`config.mk`:
```
export PLATFORM = sky130hd
export DESIGN_NAME = axi_lite_arbiter
export DESIGN_NICKNAME = d
export VERILOG_FILES = /design/src/rtl/axi_lite_pkg.sv /design/src/rtl/rr_arbiter2.sv /design/src/rtl/axi_lite_arbiter.sv
export SDC_FILE = /design/constraint.sdc
export NUM_CORES = 1
export LEC_CHECK = 0
export BUFFER_PORTS_ARGS = -buffer_cell sky130_fd_sc_hd__buf_4
export CAP_MARGIN = 20
export CORE_AREA = 2 2 171 173
export CTS_BUF_LIST = sky130_fd_sc_hd__clkbuf_4
export DETAILED_ROUTE_END_ITERATION = 8
export DIE_AREA = 0 0 173 175
export GPL_TIMING_DRIVEN = 0
export SYNTH_ARGS = -nofsm -noshare
export SYNTH_HDL_FRONTEND = slang
export SYNTH_SLANG_ARGS = --single-unit
export TNS_END_PERCENT = 5
```
`constraint.sdc`:
```
create_clock -name clk -period 3.2 [get_ports clk]
set_input_delay 0.32 -clock clk [delete_from_list [all_inputs] [get_ports clk]]
set_output_delay 0.32 -clock clk [all_outputs]
set_load 0.01 [all_outputs]
```
`src/rtl/axi_lite_pkg.sv`:
```
// Shared AXI4-Lite types and widths for the master-side arbiter and related blocks.
package axi_lite_pkg;

    localparam int AXI_ADDR_W = 32;
    localparam int AXI_DATA_W = 32;
    localparam int AXI_STRB_W = 4;

    typedef enum logic [1:0] {
        RESP_OKAY   = 2'b00,
        RESP_EXOKAY = 2'b01,
        RESP_SLVERR = 2'b10,
        RESP_DECERR = 2'b11
    } resp_t;

    typedef enum logic [2:0] {
        ST_IDLE,
        ST_RD_ADDR,
        ST_RD_DATA,
        ST_WR_REQ,
        ST_WR_RESP
    } arb_state_t;

endpackage

```
`src/rtl/rr_arbiter2.sv`:
```
// Two-requester grant: round-robin against last_grant, or fixed priority to requester 0.
module rr_arbiter2 #(
    parameter bit FIXED_PRIORITY = 1'b0
) (
    input  logic [1:0] req,
    input  logic       last_grant,
    output logic [1:0] gnt
);

    always_comb begin
        gnt = 2'b00;
        case (req)
            2'b01: gnt = 2'b01;
            2'b10: gnt = 2'b10;
            2'b11: gnt = (FIXED_PRIORITY || last_grant) ? 2'b01 : 2'b10;
            default: gnt = 2'b00;
        endcase
    end

endmodule

```
`src/rtl/axi_lite_arbiter.sv`:
```
// AXI4-Lite 2:1 arbiter: one read or write transaction downstream at a time,
// owner picked in IDLE and held until its response handshake completes.
module axi_lite_arbiter
    import axi_lite_pkg::*;
#(
    parameter bit FIXED_PRIORITY = 1'b0
) (
    input  logic                  clk,
    input  logic                  reset,
    // master 0 (IFU)
    input  logic                  m0_arvalid,
    output logic                  m0_arready,
    input  logic [AXI_ADDR_W-1:0] m0_araddr,
    output logic                  m0_rvalid,
    input  logic                  m0_rready,
    output logic [AXI_DATA_W-1:0] m0_rdata,
    output logic [1:0]            m0_rresp,
    input  logic                  m0_awvalid,
    output logic                  m0_awready,
    input  logic [AXI_ADDR_W-1:0] m0_awaddr,
    input  logic                  m0_wvalid,
    output logic                  m0_wready,
    input  logic [AXI_DATA_W-1:0] m0_wdata,
    input  logic [AXI_STRB_W-1:0] m0_wmask,
    output logic                  m0_bvalid,
    input  logic                  m0_bready,
    output logic [1:0]            m0_bresp,
    // master 1 (LSU)
    input  logic                  m1_arvalid,
    output logic                  m1_arready,
    input  logic [AXI_ADDR_W-1:0] m1_araddr,
    output logic                  m1_rvalid,
    input  logic                  m1_rready,
    output logic [AXI_DATA_W-1:0] m1_rdata,
    output logic [1:0]            m1_rresp,
    input  logic                  m1_awvalid,
    output logic                  m1_awready,
    input  logic [AXI_ADDR_W-1:0] m1_awaddr,
    input  logic                  m1_wvalid,
    output logic                  m1_wready,
    input  logic [AXI_DATA_W-1:0] m1_wdata,
    input  logic [AXI_STRB_W-1:0] m1_wmask,
    output logic                  m1_bvalid,
    input  logic                  m1_bready,
    output logic [1:0]            m1_bresp,
    // downstream port
    output logic                  s_arvalid,
    input  logic                  s_arready,
    output logic [AXI_ADDR_W-1:0] s_araddr,
    input  logic                  s_rvalid,
    output logic                  s_rready,
    input  logic [AXI_DATA_W-1:0] s_rdata,
    input  logic [1:0]            s_rresp,
    output logic                  s_awvalid,
    input  logic                  s_awready,
    output logic [AXI_ADDR_W-1:0] s_awaddr,
    output logic                  s_wvalid,
    input  logic                  s_wready,
    output logic [AXI_DATA_W-1:0] s_wdata,
    output logic [AXI_STRB_W-1:0] s_wmask,
    input  logic                  s_bvalid,
    output logic                  s_bready,
    input  logic [1:0]            s_bresp
);

    arb_state_t state_q, state_d;
    logic       owner_q, owner_d;
    logic       last_q, last_d;
    logic       aw_done_q, aw_done_d;
    logic       w_done_q, w_done_d;
    logic [1:0] gnt;
    logic       aw_hs, w_hs;

    logic own_arvalid, own_rready, own_awvalid, own_wvalid, own_bready;
    logic own_arready, own_rvalid, own_awready, own_wready, own_bvalid;

    rr_arbiter2 #(.FIXED_PRIORITY(FIXED_PRIORITY)) u_rr (
        .req        ({m1_arvalid | m1_awvalid | m1_wvalid,
                      m0_arvalid | m0_awvalid | m0_wvalid}),
        .last_grant (last_q),
        .gnt        (gnt)
    );

    assign own_arvalid = owner_q ? m1_arvalid : m0_arvalid;
    assign own_rready  = owner_q ? m1_rready  : m0_rready;
    assign own_awvalid = owner_q ? m1_awvalid : m0_awvalid;
    assign own_wvalid  = owner_q ? m1_wvalid  : m0_wvalid;
    assign own_bready  = owner_q ? m1_bready  : m0_bready;

    assign s_araddr = owner_q ? m1_araddr : m0_araddr;
    assign s_awaddr = owner_q ? m1_awaddr : m0_awaddr;
    assign s_wdata  = owner_q ? m1_wdata  : m0_wdata;
    assign s_wmask  = owner_q ? m1_wmask  : m0_wmask;

    // Response payload mirrors s on both sides; only the owner ever sees a valid.
    assign m0_rdata = s_rdata;
    assign m1_rdata = s_rdata;
    assign m0_rresp = s_rresp;
    assign m1_rresp = s_rresp;
    assign m0_bresp = s_bresp;
    assign m1_bresp = s_bresp;

    assign m0_arready = own_arready & ~owner_q;
    assign m1_arready = own_arready &  owner_q;
    assign m0_rvalid  = own_rvalid  & ~owner_q;
    assign m1_rvalid  = own_rvalid  &  owner_q;
    assign m0_awready = own_awready & ~owner_q;
    assign m1_awready = own_awready &  owner_q;
    assign m0_wready  = own_wready  & ~owner_q;
    assign m1_wready  = own_wready  &  owner_q;
    assign m0_bvalid  = own_bvalid  & ~owner_q;
    assign m1_bvalid  = own_bvalid  &  owner_q;

    always_ff @(posedge clk) begin
        if (reset) begin
            state_q   <= ST_IDLE;
            owner_q   <= 1'b0;
            last_q    <= 1'b1;
            aw_done_q <= 1'b0;
            w_done_q  <= 1'b0;
        end else begin
            state_q   <= state_d;
            owner_q   <= owner_d;
            last_q    <= last_d;
            aw_done_q <= aw_done_d;
            w_done_q  <= w_done_d;
        end
    end

    always_comb begin
        state_d     = state_q;
        owner_d     = owner_q;
        last_d      = last_q;
        aw_done_d   = aw_done_q;
        w_done_d    = w_done_q;
        aw_hs       = 1'b0;
        w_hs        = 1'b0;
        s_arvalid   = 1'b0;
        s_rready    = 1'b0;
        s_awvalid   = 1'b0;
        s_wvalid    = 1'b0;
        s_bready    = 1'b0;
        own_arready = 1'b0;
        own_rvalid  = 1'b0;
        own_awready = 1'b0;
        own_wready  = 1'b0;
        own_bvalid  = 1'b0;

        case (state_q)
            ST_IDLE: begin
                if (|gnt) begin
                    owner_d = gnt[1];
                    state_d = (gnt[1] ? m1_arvalid : m0_arvalid) ? ST_RD_ADDR : ST_WR_REQ;
                end
            end
            ST_RD_ADDR: begin
                s_arvalid   = own_arvalid;
                own_arready = s_arready;
                if (own_arvalid && s_arready) state_d = ST_RD_DATA;
            end
            ST_RD_DATA: begin
                own_rvalid = s_rvalid;
                s_rready   = own_rready;
                if (s_rvalid && own_rready) begin
                    state_d = ST_IDLE;
                    last_d  = owner_q;
                end
            end
            ST_WR_REQ: begin
                s_awvalid   = own_awvalid & ~aw_done_q;
                s_wvalid    = own_wvalid  & ~w_done_q;
                own_awready = s_awready   & ~aw_done_q;
                own_wready  = s_wready    & ~w_done_q;
                aw_hs       = own_awvalid & s_awready & ~aw_done_q;
                w_hs        = own_wvalid  & s_wready  & ~w_done_q;
                if (aw_hs) aw_done_d = 1'b1;
                if (w_hs)  w_done_d  = 1'b1;
                if ((aw_done_q | aw_hs) && (w_done_q | w_hs)) state_d = ST_WR_RESP;
            end
            ST_WR_RESP: begin
                own_bvalid = s_bvalid;
                s_bready   = own_bready;
                if (s_bvalid && own_bready) begin
                    state_d   = ST_IDLE;
                    last_d    = owner_q;
                    aw_done_d = 1'b0;
                    w_done_d  = 1'b0;
                end
            end
            default: state_d = ST_IDLE;
        endcase
    end

endmodule

```
Yosys cells after proc, flatten, opt, wreduce, memory -nomap -nowiden
Index checks and enable logic that the tools add are counted.

word-level totals
  bits in registers = 7
  output and inout port bits = 187

operators by class
  reduce and logical (&&, ||, !) cells = 13
  multiplexer cells = 37
  equality and inequality tests = 14
  bitwise operators = 27

operator list
  operator                                        number
  2-to-1 mux 32 bit                               3
  2-to-1 mux 1 bit                                21
  bitwise AND 1 bit                               18
  2-to-1 mux 3 bit                                5
  one-hot mux 3 bit (5 select lines)              1
  inequality test 2 bit (second input constant)   7
  AND reduction 3 bit                             3
  == test 3 x 2 -> 1 bit (second input constant)  2
  OR 1 bit                                        6
  one-hot mux 1 bit (2 select lines)              3
  one-hot mux 2 bit (3 select lines)              1
  AND reduction 5 bit                             1
  == test 2 bit (second input constant)           2
  logical AND 1 bit                               4
  2-to-1 mux 2 bit                                2
  2-to-1 mux 4 bit                                1
  nonzero test 2 bit                              2
  == test 3 x 1 -> 1 bit (second input constant)  1
  == test 3 bit (second input constant)           1
  logical NOT 3 bit                               1
  inverter 1 bit                                  3
  == test 2 x 1 -> 1 bit (second input constant)  1
  AND reduction 2 bit                             1
  OR reduction 2 bit                              1

Logic depth before layout (Yosys ltp)
Gate-level depths: netlist (run 1).

  depth after elaboration = 8
  gate-level depth with buffers = 6
  depth with buffers taken out = 5

Modules after synthesis
Synthesis (run 1) repeated with hierarchy kept, for this count alone.

unflattened totals
  cells, all modules = 266
  area total of the unflattened synthesis = 2319.7 um2

by module, submodules not included
  module            cells an instance  instances  area each (um2)
  axi_lite_arbiter  263                1          2301.0
  rr_arbiter2       3                  1          18.8

Worst setup path after synthesis (run 1)
Ideal clock, no wire load.

  path kind = register to output
  start point = register owner_q
  end point = output s_wdata[10]
  slack = 1556 ps
  path buffers = 3
  arrival = 1324 ps
  cell stages (with the launch flop) = 5
  required time = 2880 ps
  cells stage by stage = dfxtp_1 buf_6 buf_2 buf_2 mux2_2

between the ends
  word-level cells in the longest chain between the ends = 1

RTL lines
  what                      RTL line                 RTL
  start: declaration        axi_lite_arbiter.sv:67   logic owner_q, owner_d;
  start signal: assignment  axi_lite_arbiter.sv:123  owner_q <= owner_d;
  2-to-1 mux 32 bit         axi_lite_arbiter.sv:92   assign s_wdata = owner_q ? m1_wdata : m0_wdata;
  end: declaration          axi_lite_arbiter.sv:59   output logic [AXI_DATA_W-1:0] s_wdata,

Every way passes these cells.

Final worst setup path (run 1)
  start point = register owner_q
  end point = output s_wmask[2]

between the ends
  word-level cells in the longest chain between the ends = 1

RTL lines
  what              RTL line                RTL
  2-to-1 mux 4 bit  axi_lite_arbiter.sv:93  assign s_wmask = owner_q ? m1_wmask : m0_wmask;
  end: declaration  axi_lite_arbiter.sv:60  output logic [AXI_STRB_W-1:0] s_wmask,

Every way passes these cells.

==> impl_metrics.toml, run 1 <==
[global_route]
grtUsageTotal = 0.0902
grt_max_degree = 11
antenna_found_initial = 1
grt_pass1_vias = 3508
overflow = 0
grt_pass1_wl_um = 20700

[clocking]
cts.sinks = 7
cts_buffers = 3
cts_tree = "built"
post_cts_resized = 0
post-cts-setup-buffer-count = 0
cts-htree-levels = 1
path_clk_slew_ns = 0.05
cts_hold_buffers = 0
clk_path_buf_depth = 2
root_buffer = "clkbuf_4"
clkLatencyLatePin_ns = 0.25

[synth]
synth_edf_count = 0
syn_inst = 265
yosysWarnings = 0
synthArstFlopShare = 0
yosysTopAreaCell = "mux2_2"
ys_types = 34
ys_ff_latch = 7
syn_nets = 518
synth.avg_cell_area_um2 = 8.86
synth_top_area_share = 0.485
netlist_area_um2 = 2350
synth-main-ff-cell = "dfxtp_1"
ys_seq_area_frac = 0.0597
synthTopCellsByArea = "mux2_2 48%, buf_4 23%, dfxtp_1 6.0%"

[place]
io_buffers = 402
place_hpwl_um = 13500
gp_congestion = 0.773

[route]
wl_per_cell_um = 14.1
drt_iter0_markers = 82
drt-pass1-iter-count = 4
vias_per_cell = 3.25
num_vias = 3427
ant_nets = 0
wl_um = 14900
drc = 0

[layout]
syn_to_final_growth_pct = 150
fill_cells = 3167
nets = 925
drive_gt1_frac = 0.893
fin_util = 0.207

[pwr]
power.density_nw_per_um2 = 334
p_leak_nw = 2.96
vdd_drop_max_mv = 0.123

[floorplanning]
core_area_um2 = 28400
die-height_um = 175
num_rows = 62
start_util = 0.0827
dieArea_um2 = 30300
ioPinCount = 440
die_w_um = 173

[worst_setup_path]
r2r_setup_slack_ns = 1.34
crit_path_end_kind = "primary output"
cp.required_ns = 2.88
ff2ff_path_depth = 5
critPathKind = "reg -> out"
worstPathArrival_ns = 2.32
worstSetupStartpointType = "flop"
r2r-end = "state_q[1]"
r2r_start = "owner_q"
cp_max_fo = 10

[worst_hold_path]
min_from = "s_bvalid"
hold_class = "in -> reg"
holdPathStages = 4
whs_endpoint = "state_q[2]"

[sta]
clock_skew_ns = 0.000660
finalHoldViolCount = 0
setup_viol = 0
period_share = 0.824
period_minus_slack_ns = 2.64
fmax_ghz = 0.379
worst_pin_slew_ns = 0.493
rsz0062_at_grt = "no"
slew_viol_final = 0
tns_ns = 0
relSlewSlack = 0.671

[outcome]
outcome = "finished, final reports clean"

[run]
max_cap_violations = 0
==> state kept, by name, indices dropped and copies added, names as in the netlist <==
name       flops
w_done_q       1
last_q         1
state_q        3
aw_done_q      1
owner_q        1
==> layout by cell type (no fill, tap or decap), types with 2 or more instances in the layout <==
cell / Yosys / routed
a21oi_1: 4 / 4
and3_1: 3 / 3
buf_2: 13 / 13
buf_4: 72 / 474
clkbuf_4: 0 / 4
dfxtp_1: 7 / 7
inv_1: 2 / 2
mux2_2: 101 / 101
mux2i_1: 5 / 5
nand2_1: 5 / 5
nand2b_1: 6 / 6
nand3_1: 3 / 3
nand3b_1: 2 / 2
nor2_1: 14 / 14
nor3_1: 7 / 7
nor4_1: 2 / 2
==> kinds of logic after synthesis <==
logic type	after synthesis	share of synthesized area
mux	107	0.512
buf+inv	89	0.268
simple gates	46	0.101
compound gates	15	0.0554
flops	7	0.0597
xor+xnor	1	0.00373
==> through the flow <==
step / setup slack [ns] / hold WS [ns] / cells / cell area, um2 / power (W)
finish: 0.564 / 0.438 / 1056 / 5880 / 0.00196
global route: 0.383 / 0.428 / 1055 / 5880 / 0.00210
CTS: 0.438 / 0.427 / 1055 / 5880 / 0.00200
detailed placement: 0.714 / 0.495 / 1051 / 5850 / 0.00190
global placement: 0.686 / 0.496 / 1051 / 5850 / 0.00189
floorplan: 1.56 / 0.463 / 265 / 2350 / 0.00102
==> cell usage after synthesis (2+ instances only) <==
cell	n
nand2_1	5
dfxtp_1	7
nor3_1	7
and3_1	3
buf_4	72
mux2i_1	5
nor2_1	14
nand2b_1	6
buf_2	13
nand3_1	3
a21oi_1	4
nor4_1	2
inv_1	2
nand3b_1	2
mux2_2	101
==> layout make-up <==
type,instances,area [um2],area share
Sequential cell,7,140,0.0238
Tap cell,384,480,0.0817
Antenna cell,1,2.50,0.000426
Timing Repair Buffer,402,3020,0.513
Multi-Input combinational cell,169,1580,0.269
Clock buffer,4,30.0,0.00511
Buffer,87,621,0.106
Inverter,2,7.51,0.00128
==> critical path, stage by stage, from the launching register on <==
cell and delay [ns]:
dfxtp_1 0.54, buf_6 0.24, buf_2 0.27, buf_2 0.41, mux2_2 0.43, buf_4 0.16
==> layer usage <==
layer | wire (um) | track usage | vias to the layer above
li1 | - | - | 1684
met1 | 5560 | 0.101 | 1470
met2 | 7550 | 0.168 | 269
met3 | 1720 | 0.0346 | 4
met4 | 63 | 0.00847 | 0
met5 | 0 | 0 | -
==> power by group <==
group          switching [W]  total [W]  internal [W]  leakage [nW]
sequential         0.0000221   0.000133      0.000111        0.0572
clock              0.0000324  0.0000884     0.0000560        0.0184
combinational       0.000768    0.00174      0.000970          2.88
total               0.000823    0.00196       0.00114          2.96
==> how the worst max path moves through the flow <==
| stage | start | to | slack [ns] | cells after the start |
|---|---|---|---|---|
| after floorplan | owner_q | s_wdata[10] | 1.56 | 4 |
| after global placement | owner_q | s_wmask[2] | 0.69 | 5 |
| after detailed placement | owner_q | s_wmask[2] | 0.71 | 5 |
| after CTS | owner_q | s_wmask[2] | 0.44 | 5 |
| after global routing | owner_q | s_wmask[2] | 0.38 | 5 |
| final | owner_q | s_wmask[2] | 0.56 | 5 |
Note: power is estimated with default switching activity, not from simulation.
==> inputs of run 2 (changes only) <==
- ABC_AREA: unset -> 1
- CORE_AREA: 2 2 171 173 -> 2 2 169 171
- DIE_AREA: 0 0 173 175 -> 0 0 171 173
- clock period: 3.2 -> 2.7 ns (I/O delays scaled with it)
==> run 2 against run 1 <==
  * Final cell count grew 23%
  * Non-clock buffer count grew 10
  * Synthesized area grew 1.9%
  * Critical endpoint is now s_wdata[0]
  * Utilization grew 0.73 points
  * Combinational power grew 36%
  * Count of clock-buffer cells in the layout is the same
  * Hold slack lost 0.24 ns
  * Critical path depth grew 1
  * Via count grew 31%
  * Largest power group unchanged
  * Clock skew grew 0.0029 ns
  * Sequential power grew 25%
  * Die area shrank 2.3%
==> impl_metrics.toml, run 2 <==
[outcome]
outcome = "finished, final reports clean"

[synth]
yosysTopAreaCell = "nand2_1"
netlist_area_um2 = 2390
synthTopCellsByArea = "nand2_1 54%, buf_4 23%, dfxtp_1 5.9%"
yosysWarnings = 0
synth.avg_cell_area_um2 = 4.63
synth_edf_count = 0
yosysMostFrequentCell = "nand2_1"
syn_inst = 517
yosys-top-cells-count = "342 x nand2_1, 72 x buf_4, 21 x nor2_1"
synthArstFlopShare = 0
ys_types = 20
synth-main-ff-cell = "dfxtp_1"
ys_ff_latch = 7
synth_top_area_share = 0.537
ys_seq_area_frac = 0.0586
syn_nets = 770

[pwr]
p_int_w = 0.00129
p_leak_nw = 3.58
vdd_drop_max_mv = 0.245
comb_power_share = 0.895
p_clk_frac = 0.042
power.switching_w = 0.00136
p_seq_frac = 0.063
swShare = 0.514
power.density_nw_per_um2 = 448

[worst_setup_path]
worstSetupPathDepth = 6
worstSetupStartpointType = "flop"
max_stage_delay_ns = 0.51
critPathKind = "reg -> out"
worstPathArrival_ns = 2.09
cp.required_ns = 2.43
cp_max_fo = 10
timing.critical_path.buf_inv = 4
crit_path_end_kind = "primary output"
critPathTopFamily = "buffers and inverters"
crit_chain = "buf_2 -> buf_2 -> buf_2 -> nand2_1 -> nand2_1 -> buf_4"
slowest_stage = "dfxtp_1"
cpMostUsedCell = "buf_2"
ff2ff_path_depth = 10

[run]
max_cap_violations = 0

[sta]
worst_pin_slew_ns = 0.661
tns_ns = 0
clock_skew_ns = 0.00357
finalHoldViolCount = 0
rsz0062_at_grt = "no"
relSlewSlack = 0.559
period_share = 0.873
period_minus_slack_ns = 2.36
fmax_ghz = 0.424
slew_viol_final = 0
setup_ws_ns = 0.343
setup_viol = 0
holdWs_ns = 0.197

[clocking]
clkLatencyLatePin_ns = 0.26
root_buffer = "clkbuf_4"
clk_path_buf_depth = 2
cts.sinks = 7
cts-htree-levels = 1
cts_hold_buffers = 0
cts_tree = "built"
path_clk_slew_ns = 0.06
post_cts_resized = 0
cts_buffers = 3
post-cts-setup-buffer-count = 0

[floorplanning]
start_util = 0.0866
core_area_um2 = 27600
die-height_um = 173
die_w_um = 171
num_rows = 61
dieArea_um2 = 29600
ioPinCount = 440

[place]
place_hpwl_um = 15400
place_ws_ns = 0.448
gp_congestion = 0.812
place_area_um2 = 5890
io_buffers = 403

[route]
drt_iter0_markers = 112
routed-wl-met3_um = 1820
num_vias = 4504
drt-pass1-iter-count = 4
wl_per_cell_um = 13.2
wl_met1_um = 6330
met2WireLength_um = 8870
vias_per_cell = 3.46
ant_nets = 0
drc = 0
wl_um = 17200
top_layer = "met4"

[layout]
layout_commonest_cell = "buf_4"
drive_gt1_frac = 0.532
antenna_cells = 0
nets = 1178
layout_common_cells = "475 x buf_4, 342 x nand2_1, 21 x nor2_1"
final_area_um2 = 5920
top_register = "state_q"
largest_reg_flops = 3
fin_util = 0.214
syn_to_final_growth_pct = 147

[global_route]
grt_pass1_vias = 4376
grt_pass1_wl_um = 23600
overflow = 0
antenna_found_initial = 0
grtUsageTotal = 0.104
grt_max_degree = 11

[worst_hold_path]
hold_class = "in -> reg"
holdPathStages = 2
==> run 2: cell count changes in the layout (fill, tap and decap cells not counted), sizes merged, moves of 2 or more <==
| cell | before | now |
|---|---|---|
| clkbuf | 4 | 13 |
| inv | 2 | 20 |
| mux2 | 102 | 0 |
| mux2i | 5 | 0 |
| nand2 | 5 | 344 |
| nand2b | 6 | 0 |
| nand3 | 3 | 10 |
| nand3b | 2 | 0 |
| nand4 | 0 | 2 |
| nor2 | 14 | 22 |
| nor4 | 2 | 0 |
| o31ai | 2 | 0 |
==> run 2: cells by family after synthesis <==
logic type / share of synthesized area
flip-flops: 0.0586
AND/OR/NAND/NOR: 0.624
AO/OA/AOI/OAI: 0.0157
buffers and inverters: 0.302
==> run 2: power groups by stage <==
stage / Combinational, W / Sequential (W) / Clock (W)
after floorplan: 0.00111 / 0.000155 / 0
after global placement: 0.00242 / 0.000171 / 0
after detailed placement: 0.00242 / 0.000170 / 0
after CTS: 0.00244 / 0.000168 / 0.000114
after global routing: 0.00262 / 0.000172 / 0.000118
final: 0.00237 / 0.000166 / 0.000111
==> run 2: final cells by class <==
type | count | area (um2)
buffer | 96 | 647
multi-input combinational | 394 | 1530
sequential | 7 | 140
inverter | 20 | 75.1
clock buffer | 4 | 30.0
timing repair buffer | 403 | 3030
tap | 378 | 473
fill | 3225 | 21700
==> run 2: metrics by stage <==
stage | power (W) | cells
2_1_floorplan | 0.00127 | 517
3_3_place_gp | 0.00259 | 1298
3_5_place_dp | 0.00259 | 1298
4_1_cts | 0.00272 | 1302
5_1_grt | 0.00291 | 1302
6_report | 0.00265 | 1302
==> run 2: path summary, 6_finish.rpt <==
| check | start | endpoint | slack, ns |
|---|---|---|---|
| setup reg to reg | owner_q | state_q[1] | 1.02 |
| hold reg to reg | aw_done_q | aw_done_q | 0.46 |
| hold / removal | reset | aw_done_q | 0.20 |
| setup / recovery | owner_q | s_wdata[0] | 0.34 |
==> run 2: per-layer routing <==
layer,GRT usage,vias up
met1,0.111,1930
li1,-,2285
met4,0.0138,0
met2,0.207,280
met3,0.0240,9
met5,0,-
==> run 2: worst register-to-register path: cells and delay by family (launching register included) <==
kind | cells | cell delay, ns
flip-flops | 1 | 0.51
buffers and inverters | 2 | 0.41
AND/OR/NAND/NOR | 8 | 0.65
==> inputs of run 3 (changes only) <==
- CORE_AREA: 2 2 169 171 -> 2 2 172 174
- CTS_CLUSTER_SIZE: unset -> 16
- DIE_AREA: 0 0 171 173 -> 0 0 174 176
- clock period: 2.7 -> 3 ns (I/O delays scaled with it)
==> run 3 against run 2 <==
  * Sequential share of layout area barely moved
  * Largest cell class unchanged
  * Flip-flop and latch count unchanged
  * Clock power down 6%
  * Hold slack gained 0.025 ns
  * Register-to-register slack better by 0.36 ns
  * Critical path depth stayed put
  * Sequential power is 10% lower
  * Clock skew decreased by 0.0012 ns
  * Count of clock-buffer cells in the layout unchanged
  * Final area increased by 0.17%
  * Routed wire length grew 5.6%
  * Highest routed layer is now met5
==> impl_metrics.toml, run 3 (synthesis gave the netlist of run 2 again) <==
[worst_setup_path]
worstSetupStartpointType = "flop"
crit_path_end_kind = "primary output"
cp.required_ns = 2.70
worstPathArrival_ns = 2.10
critPathKind = "reg -> out"
cp_max_fo = 10

[run]
max_cap_violations = 0

[floorplanning]
dieArea_um2 = 30600
die_w_um = 174
die-height_um = 176
ioPinCount = 440
core_area_um2 = 28500
num_rows = 62
start_util = 0.0838

[pwr]
swShare = 0.520
p_leak_nw = 3.58
power.switching_w = 0.00126
vdd_drop_max_mv = 0.142
comb_power_share = 0.895
p_seq_frac = 0.062
p_int_w = 0.00116
power_w = 0.00241
power.density_nw_per_um2 = 407
p_clk_frac = 0.043

[clocking]
path_clk_slew_ns = 0.06
cts_hold_buffers = 0
cts_buffers = 3
clk_path_buf_depth = 2
clkLatencyLatePin_ns = 0.27
cts_tree = "built"
post_cts_resized = 0
root_buffer = "clkbuf_4"
cts.sinks = 7
post-cts-setup-buffer-count = 0
cts-htree-levels = 1

[sta]
tns_ns = 0
period_share = 0.799
finalHoldViolCount = 0
rsz0062_at_grt = "no"
setup_viol = 0
slew_viol_final = 0
fmax_ghz = 0.417
holdWs_ns = 0.222
relSlewSlack = 0.569
worst_pin_slew_ns = 0.647
clock_skew_ns = 0.00239
period_minus_slack_ns = 2.40

[route]
wl_per_cell_um = 13.8
wl_um = 18100
drt-pass1-iter-count = 4
ant_nets = 0
drc = 0
drt_iter0_markers = 189
num_vias = 4520
vias_per_cell = 3.45

[global_route]
grt_pass1_vias = 4544
overflow = 0
grtUsageTotal = 0.109
antenna_found_initial = 2
grt_max_degree = 11
grt_pass1_wl_um = 25300

[layout]
top_register = "state_q"
final_area_um2 = 5930
layout_commonest_cell = "buf_4"
syn_to_final_growth_pct = 148
nets = 1178
layout_common_cells = "475 x buf_4, 342 x nand2_1, 21 x nor2_1"
drive_gt1_frac = 0.532
largest_reg_flops = 3
fin_util = 0.208

[outcome]
outcome = "finished, final reports clean"

[place]
place_hpwl_um = 16400
place_area_um2 = 5900
io_buffers = 403
gp_congestion = 0.808

[worst_hold_path]
hold_class = "in -> reg"
[run 3: final timing paths]
| check | from | end | slack, ns | cells past startpoint |
|---|---|---|---|---|
| setup / recovery | owner_q | s_wdata[2] | 0.60 | 6 |
| hold / removal | reset | aw_done_q | 0.22 | 2 |
| setup reg to reg | owner_q | state_q[1] | 1.38 | 10 |
| hold reg to reg | aw_done_q | aw_done_q | 0.47 | 2 |
[run 3: cell type report]
type                       count  area, um2
clock buffer                   4       30.0
tap                          384        480
sequential                     7        140
timing repair buffer         403       3030
antenna                        1       2.50
inverter                      20       75.1
buffer                        96        647
fill                        3289      22600
multi-input combinational    394       1530
[run 3: metal layers]
| layer | share of wire | wire (um) | track usage |
|---|---|---|---|
| met1 | 0.36 | 6520 | 0.115 |
| met2 | 0.53 | 9690 | 0.221 |
| met3 | 0.089 | 1620 | 0.0237 |
| met4 | 0.016 | 281 | 0.0238 |
| met5 | 0.00055 | 10 | 0 |
[run 3: critical path: stages (launching register included)]
cell and delay [ns]:
dfxtp_1 0.48, buf_2 0.37, buf_2 0.34, buf_2 0.27, nand2_1 0.07, nand2_1 0.14, buf_4 0.15
[run 3: power by group through the flow]
stage	Combinational, W	Clock, W	Sequential [W]
CTS	0.00221	0.000103	0.000147
floorplan	0.00100	0	0.000140
finish	0.00216	0.000104	0.000149
detailed placement	0.00220	0	0.000149
global placement	0.00219	0	0.000149
global route	0.00238	0.000107	0.000150
[run 3: stage by stage]
step,cells,setup slack (ns)
floorplan,517,1.59
global placement,1304,0.824
detailed placement,1304,0.796
CTS,1308,0.517
global route,1309,0.464
finish,1309,0.604
